`config.mk`:
```
export PLATFORM = sky130hd
export DESIGN_NAME = gf_inverse_seq
export DESIGN_NICKNAME = d
export VERILOG_FILES = /design/src/rtl/gf_inverse_seq.sv
export SDC_FILE = /design/constraint.sdc
export NUM_CORES = 1
export LEC_CHECK = 0
export BUFFER_PORTS_ARGS = -buffer_cell sky130_fd_sc_hd__buf_2
export CAP_MARGIN = 40
export CORE_AREA = 4 4 111 113
export CTS_BUF_LIST = sky130_fd_sc_hd__clkbuf_8
export DETAILED_ROUTE_END_ITERATION = 16
export DIE_AREA = 0 0 115 117
export PLACE_DENSITY = 0.8
export SLEW_MARGIN = 20
export SYNTH_ARGS = -nofsm -noshare
export SYNTH_HDL_FRONTEND = slang
export SYNTH_SLANG_ARGS = --single-unit
```
`constraint.sdc`:
```
create_clock -name clk -period 3.68 [get_ports clk]
set_input_delay 0.736 -clock clk [delete_from_list [all_inputs] [get_ports clk]]
set_output_delay 0.736 -clock clk [all_outputs]
set_load 0.005 [all_outputs]
```
`src/rtl/gf_inverse_seq.sv`:
```
// Sequential GF(2^13) inverter: b = a^(2^13-2) by repeated square-and-multiply, valid/ready on both sides.
// Define GF_INV_TWO_STEP_EN to chain two square/multiply stages per cycle and halve the latency.
module gf_inverse_seq (
    input  logic          clk,
    input  logic          rst_n,
    input  logic          flush,
    input  logic          in_valid,
    output logic          in_ready,
    input  logic [12:0]   in_data,
    output logic          out_valid,
    input  logic          out_ready,
    output logic [12:0]   out_data,
    output logic          out_zero,
    output logic          busy
);
    localparam int unsigned M     = 13;
    localparam int unsigned STEPS = M - 1;
    localparam int unsigned CW    = 4;
    localparam int unsigned PW    = 2 * M - 1;
    localparam logic [M:0]  POLY  = 14'h201B;  // x^13 + x^4 + x^3 + x + 1
`ifdef GF_INV_TWO_STEP_EN
    localparam int unsigned STEP_INC = 2;
`else
    localparam int unsigned STEP_INC = 1;
`endif

    typedef enum logic [1:0] {IDLE, RUN, DONE} state_t;

    // Fold a raw carry-less product back into the field, top bit first.
    function automatic logic [M-1:0] reduce(input logic [PW-1:0] p);
        logic [PW-1:0] r;
        r = p;
        for (int i = int'(PW) - 1; i >= int'(M); i--) begin
            if (r[i]) r[i -: M+1] = r[i -: M+1] ^ POLY;
        end
        return r[M-1:0];
    endfunction

    function automatic logic [M-1:0] pb_mult_new(input logic [M-1:0] a, input logic [M-1:0] b);
        logic [PW-1:0] p;
        p = '0;
        for (int j = 0; j < int'(M); j++) begin
            if (b[j]) p = p ^ (PW'(a) << j);
        end
        return reduce(p);
    endfunction

    // Squaring in characteristic 2 only spreads the bits before reduction.
    function automatic logic [M-1:0] square(input logic [M-1:0] a);
        logic [PW-1:0] p;
        p = '0;
        for (int j = 0; j < int'(M); j++) p[2*j] = a[j];
        return reduce(p);
    endfunction

    state_t         state, state_next;
    logic [M-1:0]   sq, sq_next, acc, acc_next;
    logic [CW-1:0]  cnt, cnt_next;
    logic [M-1:0]   out_data_next;
    logic           out_zero_next, out_valid_next, in_ready_next, busy_next;
    logic [M-1:0]   s1, prod1, step_sq, step_acc;
`ifdef GF_INV_TWO_STEP_EN
    logic [M-1:0]   s2, prod2;
`endif

    // Datapath for one RUN cycle.
    always_comb begin
        s1    = square(sq);
        prod1 = pb_mult_new(acc, s1);
`ifdef GF_INV_TWO_STEP_EN
        s2       = square(s1);
        prod2    = pb_mult_new(prod1, s2);
        step_sq  = s2;
        step_acc = prod2;
`else
        step_sq  = s1;
        step_acc = prod1;
`endif
    end

    // Next-state and register-input logic; flush overrides every transition.
    always_comb begin
        state_next     = state;
        sq_next        = sq;
        acc_next       = acc;
        cnt_next       = cnt;
        out_data_next  = out_data;
        out_zero_next  = out_zero;
        out_valid_next = out_valid;
        case (state)
            IDLE: begin
                if (in_valid) begin
                    sq_next       = in_data;
                    acc_next      = M'(1);
                    cnt_next      = '0;
                    out_zero_next = (in_data == '0);
                    state_next    = RUN;
                end
            end
            RUN: begin
                sq_next  = step_sq;
                acc_next = step_acc;
                cnt_next = cnt + CW'(STEP_INC);
                if (cnt == CW'(STEPS - STEP_INC)) begin
                    state_next     = DONE;
                    out_data_next  = step_acc;
                    out_valid_next = 1'b1;
                end
            end
            DONE: begin
                if (out_ready) begin
                    state_next     = IDLE;
                    out_valid_next = 1'b0;
                end
            end
            default: state_next = IDLE;
        endcase
        if (flush) begin
            state_next     = IDLE;
            out_valid_next = 1'b0;
            cnt_next       = '0;
            sq_next        = sq;
            acc_next       = acc;
            out_data_next  = out_data;
            out_zero_next  = out_zero;
        end
        in_ready_next = (state_next == IDLE);
        busy_next     = (state_next != IDLE);
    end

    always_ff @(posedge clk or negedge rst_n) begin
        if (!rst_n) begin
            state     <= IDLE;
            sq        <= '0;
            acc       <= '0;
            cnt       <= '0;
            out_data  <= '0;
            out_zero  <= 1'b0;
            out_valid <= 1'b0;
            in_ready  <= 1'b1;
            busy      <= 1'b0;
        end else begin
            state     <= state_next;
            sq        <= sq_next;
            acc       <= acc_next;
            cnt       <= cnt_next;
            out_data  <= out_data_next;
            out_zero  <= out_zero_next;
            out_valid <= out_valid_next;
            in_ready  <= in_ready_next;
            busy      <= busy_next;
        end
    end
endmodule

```
==> results of run 1 <==
-- placed cells by master, fill, tap and decap left out, drive strengths merged, types with 12 or more instances in the layout --
| master | count |
|---|---|
| nand2 | 145 |
| xnor2 | 96 |
| buf | 81 |
| dfrtp | 48 |
| a21oi | 47 |
| nor2 | 42 |
| o21ai | 36 |
| xor2 | 34 |
| xnor3 | 25 |
| mux2i | 23 |
| nand3 | 20 |
| o22ai | 15 |
| inv | 14 |
| o211ai | 13 |
| o221ai | 13 |
| a211oi | 12 |
-- path summary, 6_finish.rpt --
check / end
min reg2reg: out_zero
max: out_data[10]
min in group clk: out_zero
max in group asynchronous: in_ready
max reg2reg: out_data[10]
min: acc[8]
-- routing by layer --
| layer | vias to the layer above | part of all wire | GRT usage |
|---|---|---|---|
| li1 | 2619 | - | - |
| met1 | 2708 | 0.41 | 0.390 |
| met2 | 321 | 0.45 | 0.454 |
| met3 | 75 | 0.098 | 0.0488 |
| met4 | 0 | 0.043 | 0.125 |
| met5 | - | 0 | 0 |
-- through the flow --
| stage | setup slack (ns) | instances | util |
|---|---|---|---|
| after floorplan | 0.662 | 754 | - |
| after global placement | 0.337 | 899 | 0.576 |
| after detailed placement | 0.354 | 899 | 0.576 |
| after CTS | 0.337 | 907 | 0.584 |
| after global routing | 0.173 | 908 | 0.585 |
| final | 0.235 | 908 | 0.585 |
-- sequential cells by signal, indices dropped and copies added, names as in the netlist --
signal / flops
out_valid: 1
acc: 13
state: 2
cnt: 4
out_data: 13
out_zero: 1
sq: 13
in_ready: 1
busy: 1
-- layout make-up --
cell class                      count  area (sq um)
Clock buffer                        5          68.8
Clock inverter                      3          13.8
Fill cell                        1007          4690
Inverter                           15          56.3
Multi-Input combinational cell    612          4550
Sequential cell                    49          1230
Tap cell                          143           179
Timing Repair Buffer               81           536
-- critical path: stages, from the launching register on --
cell	delay (ns)
dfrtp_1	0.52
xor3_1	0.74
buf_4	0.26
nand2_1	0.07
xnor2_1	0.18
xnor2_1	0.12
xnor2_2	0.34
xor2_1	0.37
xnor3_1	0.42
mux2_2	0.28
-- kinds of logic (layout without fill, tap and decap cells) --
logic type	after synthesis	count (layout)	synth area share
DFF	49	49	0.199
buffers and inverters	93	104	0.0652
adders and majority gates	1	1	0.00203
AOI/OAI and AO/OA	179	179	0.197
and+or+nand+nor	237	237	0.163
muxes	31	31	0.0519
xor gates and xnor gates	164	164	0.322
==> metrics.log, run 1 <==
INFO  metric grt_pass1_vias = 5600
INFO  metric drt_first_iter_violations = 840
INFO  metric synth.most_common_cell = nand2_1
INFO  metric final_number_of_max_transition_violations = 0
INFO  metric max_slew.worst_pin.slew = 0.772 ns
INFO  metric achievable-frequency = 0.290 GHz
INFO  metric grt_use_total = 0.287
INFO  metric capturing_element_type_of_the_critical_path = flip-flop
INFO  metric min_path_type = in -> async
INFO  metric reg2reg_from = sq[10]
INFO  metric required = 3.88 ns
INFO  metric cts_made_buffers = 5
INFO  metric finalWeightedCongestion = 0.995
INFO  metric grt_setup_unrepaired = no
INFO  metric initial_core_utilization = 0.546
INFO  metric layout-drive-gt1-share = 0.150
INFO  metric place_hpwl = 13600 um
INFO  metric floorplan.die_area = 13500 sq um
INFO  metric htree_num_levels = 2
INFO  metric maximum_number_of_pins_on_one_net_before_global_route_repair = 35
INFO  metric async_sr_flop_fraction = 1.00
INFO  metric setup_viol = 0
INFO  metric synth_enable_flop_cells = 0
INFO  metric finalCritPeriodShare = 0.936
INFO  metric rr_worst_depth = 9
INFO  metric clock-root-buffer = clkbuf_8
INFO  metric worst-path-max-fanout = 9
INFO  metric die_x = 115 um
INFO  metric routed-via-count = 5723
INFO  metric postSynthCellCount = 754
INFO  metric via_per_inst = 6.30
INFO  metric finish.instance_area = 6630 sq um
INFO  metric drt-wirelength-per-cell = 20.6 um
INFO  metric drt_drc_violations_left = 0
INFO  metric detailed_place.area = 6530 sq um
INFO  metric worst_skew_pair.late_latency = 0.32 ns
INFO  metric max_cap_viol_count = 0
INFO  metric cts.clk_slew.worst_paths = 0.10 ns
INFO  metric avg_synthesized_cell_area = 8.19 sq um
INFO  metric timing.setup.tns = 0 ns
INFO  metric cts.sinks = 49
INFO  metric final_period_minus_worst_setup_slack = 3.45 ns
INFO  metric crit_path_start = sq[10]
INFO  metric synth_sequential_area_ratio = 0.199
INFO  metric outcome = finished, final reports clean
INFO  metric synth_top_cell_area_share = 0.194
INFO  metric post_cts_hold_buffer_count = 0
INFO  metric floorplan.rows = 39
INFO  metric design.portCount = 35
INFO  metric gr-total-overflow = 0
INFO  metric routed_wl = 18700 um
INFO  metric post_cts_resize_count = 0
INFO  metric diodes = 0
INFO  metric core = 11300 sq um
INFO  metric overall_die_height = 117 um
INFO  metric post-cts-setup-buffer-count = 0
INFO  metric maxSlewHeadroom = 0.483
INFO  metric syn_nets = 773
INFO  metric antenna_violations_before_repair = 0
INFO  metric rrSetupSlack = 0.23 ns
INFO  metric timing.critical_path.arrival = 3.64 ns
INFO  metric first_pass_grt_wire_length = 30400 um
INFO  metric synth_ff_type = dfrtp_1
INFO  metric drtAntennaViolNets = 0
INFO  metric final-hold-violation-count = 0
INFO  metric final_net_count = 783
INFO  metric tritoncts = built
INFO  metric critPathKind = reg -> reg
INFO  metric worst_setup_path_start_kind = flip-flop
INFO  metric yosysWarnings = 0
INFO  metric worst_case_clock_skew = 0.0145 ns
INFO  metric synth.cells.most_frequent = nand2_1 (144), xnor2_1 (93), dfrtp_1 (48), a21oi_1 (47), clkbuf_1 (46)
INFO  metric fin_hold_ws = 0.227 ns
INFO  metric netlist_area = 6180 sq um
INFO  metric number_of_synthesized_register_bits = 49
INFO  metric yosysUniqueCellTypes = 64
INFO  metric cts-root-to-sink-buffers = 2
INFO  metric synth_top_cell_by_area = dfrtp_1
INFO  metric port_bufs = 34
INFO  metric synth.top_cells.by_area = dfrtp_1 (19%), xnor2_1 (13%), nand2_1 (8.8%), xnor3_1 (8.8%), xor2_1 (4.4%)
INFO  metric detail_route.first_pass.iterations = 6
INFO  metric area_growth_syn_to_layout = 7.29%
Power of run 1 is not shown: default switching activity piles up to over one toggle a cycle in this logic, so the estimate is an artifact.
==> inputs of run 2 (changes only) <==
--- a/config.mk
+++ b/config.mk
@@ -9,8 +9,10 @@
 export CAP_MARGIN = 40
 export CORE_AREA = 4 4 111 113
 export CTS_BUF_LIST = sky130_fd_sc_hd__clkbuf_8
+export CTS_CLUSTER_SIZE = 10
 export DETAILED_ROUTE_END_ITERATION = 16
 export DIE_AREA = 0 0 115 117
+export MAX_ROUTING_LAYER = met4
 export PLACE_DENSITY = 0.8
 export SLEW_MARGIN = 20
 export SYNTH_ARGS = -nofsm -noshare
==> run 2 against run 1 <==
  * Wire length grew 4.5%
  * Design area is 0.89% higher
  * Utilization is 0.52 points higher
  * First-iteration DRC count decreased by 18%
  * Highest routed layer unchanged
  * Largest cell class unchanged
  * Critical path depth did not move
  * Fmax grew 3.7%
  * Die area did not move
  * Clock skew is 0.0086 ns lower
  * Sequential share of layout area shrank 0.16 points
==> metrics.log, run 2 (synthesis gave the netlist of run 1 again) <==
INFO  metric rr_worst_depth = 9 (unchanged)
INFO  metric finish.utilization = 0.591 (was 0.585)
INFO  metric numPlacedInstances = 904 (was 899)
INFO  metric critical_path.top_delay_family = XOR/XNOR gates (unchanged)
INFO  metric max_slew.worst_pin.slew = 0.810 ns (was 0.772 ns)
INFO  metric die_x = 115 um (unchanged)
INFO  metric worst_setup_path_start_kind = flip-flop (unchanged)
INFO  metric timing.setup.tns = 0 ns (unchanged)
INFO  metric path_depth = 9 (unchanged)
INFO  metric critPathKind = reg -> reg (unchanged)
INFO  metric drt_first_iter_violations = 692 (was 840)
INFO  metric largest_registers = acc x13, out_data x13, sq x13 (unchanged)
INFO  metric place_hpwl = 14400 um (was 13600 um)
INFO  metric htree_num_levels = 2 (unchanged)
INFO  metric initial_core_utilization = 0.546 (unchanged)
INFO  metric post_cts_resize_count = 0 (unchanged)
INFO  metric worst-path-max-fanout = 24 (was 9)
INFO  metric worst_skew_pair.late_latency = 0.31 ns (was 0.32 ns)
INFO  metric layout-drive-gt1-share = 0.155 (was 0.150)
INFO  metric cts_made_buffers = 5 (unchanged)
INFO  metric tritoncts = built (unchanged)
INFO  metric final_number_of_max_transition_violations = 0 (unchanged)
INFO  metric max_stage_delay = 0.60 ns (was 0.74 ns)
INFO  metric achievable-frequency = 0.301 GHz (was 0.290 GHz)
INFO  metric drt_drc_violations_left = 0 (unchanged)
INFO  metric routed-via-count = 5805 (was 5723)
INFO  metric fin_hold_ws = 0.309 ns (was 0.227 ns)
INFO  metric post_cts_hold_buffer_count = 0 (unchanged)
INFO  metric gr-total-overflow = 0 (unchanged)
INFO  metric final_net_count = 787 (was 783)
INFO  metric drt-wirelength-per-cell = 21.4 um (was 20.6 um)
INFO  metric cts.sinks = 49 (unchanged)
INFO  metric layout_commonest_cell = nand2_1 (unchanged)
INFO  metric outcome = finished, final reports clean (unchanged)
INFO  metric grt_setup_unrepaired = no (unchanged)
INFO  metric drtAntennaViolNets = 0 (unchanged)
INFO  metric overall_die_height = 117 um (unchanged)
INFO  metric design.portCount = 35 (unchanged)
INFO  metric min_path_type = in -> async (unchanged)
INFO  metric capturing_element_type_of_the_critical_path = flip-flop (unchanged)
INFO  metric floorplan.rows = 39 (unchanged)
INFO  metric core = 11300 sq um (unchanged)
INFO  metric antenna_violations_before_repair = 0 (unchanged)
INFO  metric first_pass_grt_wire_length = 31100 um (was 30400 um)
INFO  metric routed_wl = 19600 um (was 18700 um)
INFO  metric setup_viol = 0 (unchanged)
INFO  metric max_cap_viol_count = 0 (unchanged)
INFO  metric cells_along_the_critical_path = buf_4 -> inv_1 -> a211oi_1 -> o21bai_1 -> o211ai_1 -> xnor2_2 -> xor2_1 -> xnor3_1 -> mux2_2 (was xor3_1 -> buf_4 -> nand2_1 -> xnor2_1 -> xnor2_1 -> xnor2_2 -> xor2_1 -> xnor3_1 -> mux2_2)
INFO  metric detail_route.first_pass.iterations = 5 (was 6)
INFO  metric final-hold-violation-count = 0 (unchanged)
INFO  metric final_period_minus_worst_setup_slack = 3.32 ns (was 3.45 ns)
INFO  metric crit_buf_inv = 2 (was 1)
INFO  metric grt_pass1_vias = 5695 (was 5600)
INFO  metric maxSlewHeadroom = 0.460 (was 0.483)
INFO  metric timing.critical_path.arrival = 3.53 ns (was 3.64 ns)
INFO  metric grt_use_total = 0.309 (was 0.287)
INFO  metric via_per_inst = 6.37 (was 6.30)
INFO  metric finalWeightedCongestion = 1.02 (was 0.995)
INFO  metric maximum_number_of_pins_on_one_net_before_global_route_repair = 30 (was 35)
INFO  metric mostFrequentLayoutCells = nand2_1 (144), xnor2_1 (93), buf_4 (50) (was nand2_1 (144), xnor2_1 (93), dfrtp_1 (48))
INFO  metric port_bufs = 34 (unchanged)
INFO  metric finalCritPeriodShare = 0.903 (was 0.936)
INFO  metric cpMaxStageDelayCell = dfrtp_1 (was xor3_1)
INFO  metric floorplan.die_area = 13500 sq um (unchanged)
INFO  metric required = 3.88 ns (about the same)
INFO  metric layoutNonFillerInstCount = 912 (was 908)
INFO  metric diodes = 0 (unchanged)
INFO  metric cts-root-to-sink-buffers = 2 (unchanged)
INFO  metric cts.clk_slew.worst_paths = 0.09 ns (was 0.10 ns)
INFO  metric worst_case_clock_skew = 0.00597 ns (was 0.0145 ns)
INFO  metric clock-root-buffer = clkbuf_8 (unchanged)
INFO  metric post-cts-setup-buffer-count = 0 (unchanged)
INFO  metric area_growth_syn_to_layout = 8.24% (was 7.29%)
## run 2: cell types whose count changed in the layout (fill, tap and decap cells not counted), sizes merged
cell,change
clkinv,-1
bufinv,+1
buf,+4
## run 2: per-layer routing
layer / share of wire / GRT usage / up-vias / wire (um)
met4: 0.046 / 0.134 / 0 / 909
met2: 0.45 / 0.490 / 348 / 8850
li1: - / - / 2635 / -
met1: 0.40 / 0.392 / 2748 / 7810
met5: 0 / - / - / 0
met3: 0.10 / 0.0514 / 74 / 1990
## run 2: final cells by class
class | count | area, sq um
Fill cell | 1021 | 4630
Multi-Input combinational cell | 612 | 4550
Sequential cell | 49 | 1230
Timing Repair Buffer | 85 | 566
Tap cell | 143 | 179
Clock buffer | 5 | 68.8
Inverter | 15 | 56.3
Clock inverter | 3 | 42.5
## run 2: stage by stage
step | worst slack (ns) | instance area [sq um]
final | 0.357 | 6690
after floorplan | 0.662 | 6180
after CTS | 0.439 | 6690
after detailed placement | 0.461 | 6580
after global routing | 0.201 | 6690
after global placement | 0.400 | 6560
## run 2: path summary, 6_finish.rpt
kind | start | end | slack, ns
max | acc[10] | out_data[10] | 0.36
min in group clk | out_zero | out_zero | 0.49
min reg2reg | out_zero | out_zero | 0.49
min | rst_n | sq[11] | 0.31
max in group asynchronous | rst_n | in_ready | 2.85
max reg2reg | acc[10] | out_data[10] | 0.36
## run 2: worst register-to-register path, stage by stage (launching register included)
cell	delay, ns
dfrtp_1	0.60
buf_4	0.38
inv_1	0.20
a211oi_1	0.22
o21bai_1	0.15
o211ai_1	0.22
xnor2_2	0.34
xor2_1	0.39
xnor3_1	0.44
mux2_2	0.29
Power of run 2 is left out for the same reason.
==> inputs of run 3 (changes only) <==
==> constraint.sdc (replaced) <==
create_clock -name clk -period 3.68 [get_ports clk]
set_input_delay 0.184 -clock clk [delete_from_list [all_inputs] [get_ports clk]]
set_output_delay 0.184 -clock clk [all_outputs]
set_load 0.005 [all_outputs]
==> run 3 against run 2 <==
  * Flip-flop and latch count stayed put
  * Fmax is 2.5% lower
  * Design area is 0.47% lower
  * Worst setup slack worse by 0.084 ns
  * Die area stayed put
  * Critical path depth stayed put
  * Sequential share of layout area is 0.086 points higher
  * Worst hold slack worse by 0.16 ns
  * Register-to-register slack worse by 0.08 ns
  * Global-route usage is 0.86 points lower
  * Critical endpoint unchanged
==> metrics.log, run 3 (synthesis gave the netlist of run 1 again) <==
INFO  metric layout_commonest_cell = nand2_1 (unchanged)
INFO  metric floorplan.die_area = 13500 sq um (unchanged)
INFO  metric gr-total-overflow = 0 (unchanged)
INFO  metric grt_use_total = 0.300 (was 0.309)
INFO  metric critical_path.top_delay_family = XOR/XNOR gates (unchanged)
INFO  metric final_number_of_max_transition_violations = 0 (unchanged)
INFO  metric drt_drc_violations_left = 0 (unchanged)
INFO  metric routed-via-count = 5800 (was 5805)
INFO  metric maxSlewHeadroom = 0.463 (was 0.460)
INFO  metric diodes = 0 (unchanged)
INFO  metric detail_route.first_pass.iterations = 6 (was 5)
INFO  metric mostFrequentLayoutCells = nand2_1 (144), xnor2_1 (93), buf_4 (49) (was nand2_1 (144), xnor2_1 (93), buf_4 (50))
INFO  metric setup_viol = 0 (unchanged)
INFO  metric outcome = finished, final reports clean (unchanged)
INFO  metric drt_first_iter_violations = 713 (was 692)
INFO  metric worst_setup_path_start_kind = flip-flop (unchanged)
INFO  metric critPathKind = reg -> reg (unchanged)
INFO  metric capturing_element_type_of_the_critical_path = flip-flop (unchanged)
INFO  metric finalWeightedCongestion = 1.04 (was 1.02)
INFO  metric layout-drive-gt1-share = 0.155 (about the same)
INFO  metric design.portCount = 35 (unchanged)
INFO  metric grt_pass1_vias = 5581 (was 5695)
INFO  metric cells_along_the_critical_path = buf_4 -> inv_1 -> a211oi_1 -> o21bai_1 -> o211ai_1 -> xnor2_2 -> xor2_1 -> xnor3_1 -> mux2_2 (unchanged)
INFO  metric drt-wirelength-per-cell = 21.4 um (about the same)
INFO  metric port_bufs = 34 (unchanged)
INFO  metric initial_core_utilization = 0.546 (unchanged)
INFO  metric grt_setup_unrepaired = no (unchanged)
INFO  metric die_x = 115 um (unchanged)
INFO  metric worst_case_clock_skew = 0.0109 ns (was 0.00597 ns)
INFO  metric core = 11300 sq um (unchanged)
INFO  metric cts-root-to-sink-buffers = 2 (unchanged)
INFO  metric cpMaxStageDelayCell = dfrtp_1 (unchanged)
INFO  metric routed_wl = 19500 um (was 19600 um)
INFO  metric maximum_number_of_pins_on_one_net_before_global_route_repair = 50 (was 30)
INFO  metric tritoncts = built (unchanged)
INFO  metric crit_buf_inv = 2 (unchanged)
INFO  metric timing.setup.tns = 0 ns (unchanged)
INFO  metric area_growth_syn_to_layout = 7.74% (was 8.24%)
INFO  metric htree_num_levels = 2 (unchanged)
INFO  metric cts.sinks = 49 (unchanged)
INFO  metric layout.filler_cells = 1019 (was 1021)
INFO  metric post_cts_resize_count = 0 (unchanged)
INFO  metric final-hold-violation-count = 0 (unchanged)
INFO  metric worst_skew_pair.late_latency = 0.32 ns (was 0.31 ns)
INFO  metric finalCritPeriodShare = 0.926 (was 0.903)
INFO  metric achievable-frequency = 0.293 GHz (was 0.301 GHz)
INFO  metric required = 3.89 ns (was 3.88 ns)
INFO  metric max_cap_viol_count = 0 (unchanged)
INFO  metric cts.clk_slew.worst_paths = 0.10 ns (was 0.09 ns)
INFO  metric largest_registers = acc x13, out_data x13, sq x13 (unchanged)
INFO  metric worst-path-max-fanout = 24 (unchanged)
INFO  metric place_hpwl = 13900 um (was 14400 um)
INFO  metric overall_die_height = 117 um (unchanged)
INFO  metric cts_made_buffers = 5 (unchanged)
INFO  metric max_slew.worst_pin.slew = 0.803 ns (was 0.810 ns)
INFO  metric min_path_type = in -> reg (was in -> async)
INFO  metric final_net_count = 786 (was 787)
INFO  metric drtAntennaViolNets = 0 (unchanged)
INFO  metric timing.critical_path.arrival = 3.62 ns (was 3.53 ns)
INFO  metric floorplan.rows = 39 (unchanged)
INFO  metric max_stage_delay = 0.61 ns (was 0.60 ns)
INFO  metric via_per_inst = 6.37 (about the same)
INFO  metric clock-root-buffer = clkbuf_8 (unchanged)
INFO  metric final_period_minus_worst_setup_slack = 3.41 ns (was 3.32 ns)
INFO  metric first_pass_grt_wire_length = 30500 um (was 31100 um)
INFO  metric antenna_violations_before_repair = 0 (unchanged)
-- run 3: timing repair --
| action | in CTS | in global routing |
|---|---|---|
| setup buffers | 0 | 0 |
| hold buffers | 1 | 0 |
| endpoints found under the hold margin | 9 | 0 |
-- run 3: layout make-up --
class | instances | area, sq um | area share
multi-input combinational | 612 | 4550 | 0.683
sequential | 49 | 1230 | 0.184
timing repair buffer | 84 | 548 | 0.0823
tap | 143 | 179 | 0.0269
clock buffer | 6 | 82.6 | 0.0124
inverter | 15 | 56.3 | 0.00846
clock inverter | 2 | 13.8 | 0.00207
-- run 3: routing by layer --
layer | global-route usage | part of all wire | vias to the layer above | wire length (um)
met1 | 0.391 | 0.40 | 2777 | 7700
met3 | 0.0386 | 0.099 | 61 | 1920
met4 | 0.117 | 0.041 | 0 | 795
met2 | 0.480 | 0.46 | 340 | 9040
met5 | - | 0 | - | 0
li1 | - | - | 2622 | -
-- run 3: final timing paths --
path | from | to | slack (ns) | cells past startpoint
max | acc[10] | out_data[10] | 0.27 | 9
min | flush | cnt[2] | 0.15 | 2
max reg2reg | acc[10] | out_data[10] | 0.27 | 9
min reg2reg | out_zero | out_zero | 0.48 | 2
max in group asynchronous | rst_n | sq[6] | 2.74 | 3
min in group asynchronous | rst_n | acc[8] | 0.48 | 3
-- run 3: per-stage QoR --
step	util	hold WS (ns)	setup slack, ns	instance area (sq um)	std cells
floorplan	-	-0.112	0.662	6180	754
global placement	0.578	0.325	0.405	6540	901
detailed placement	0.578	0.346	0.418	6550	902
CTS	0.588	0.142	0.386	6660	911
global route	0.588	0.157	0.146	6660	911
finish	0.588	0.148	0.272	6660	911
Power of run 3 is left out for the same reason.
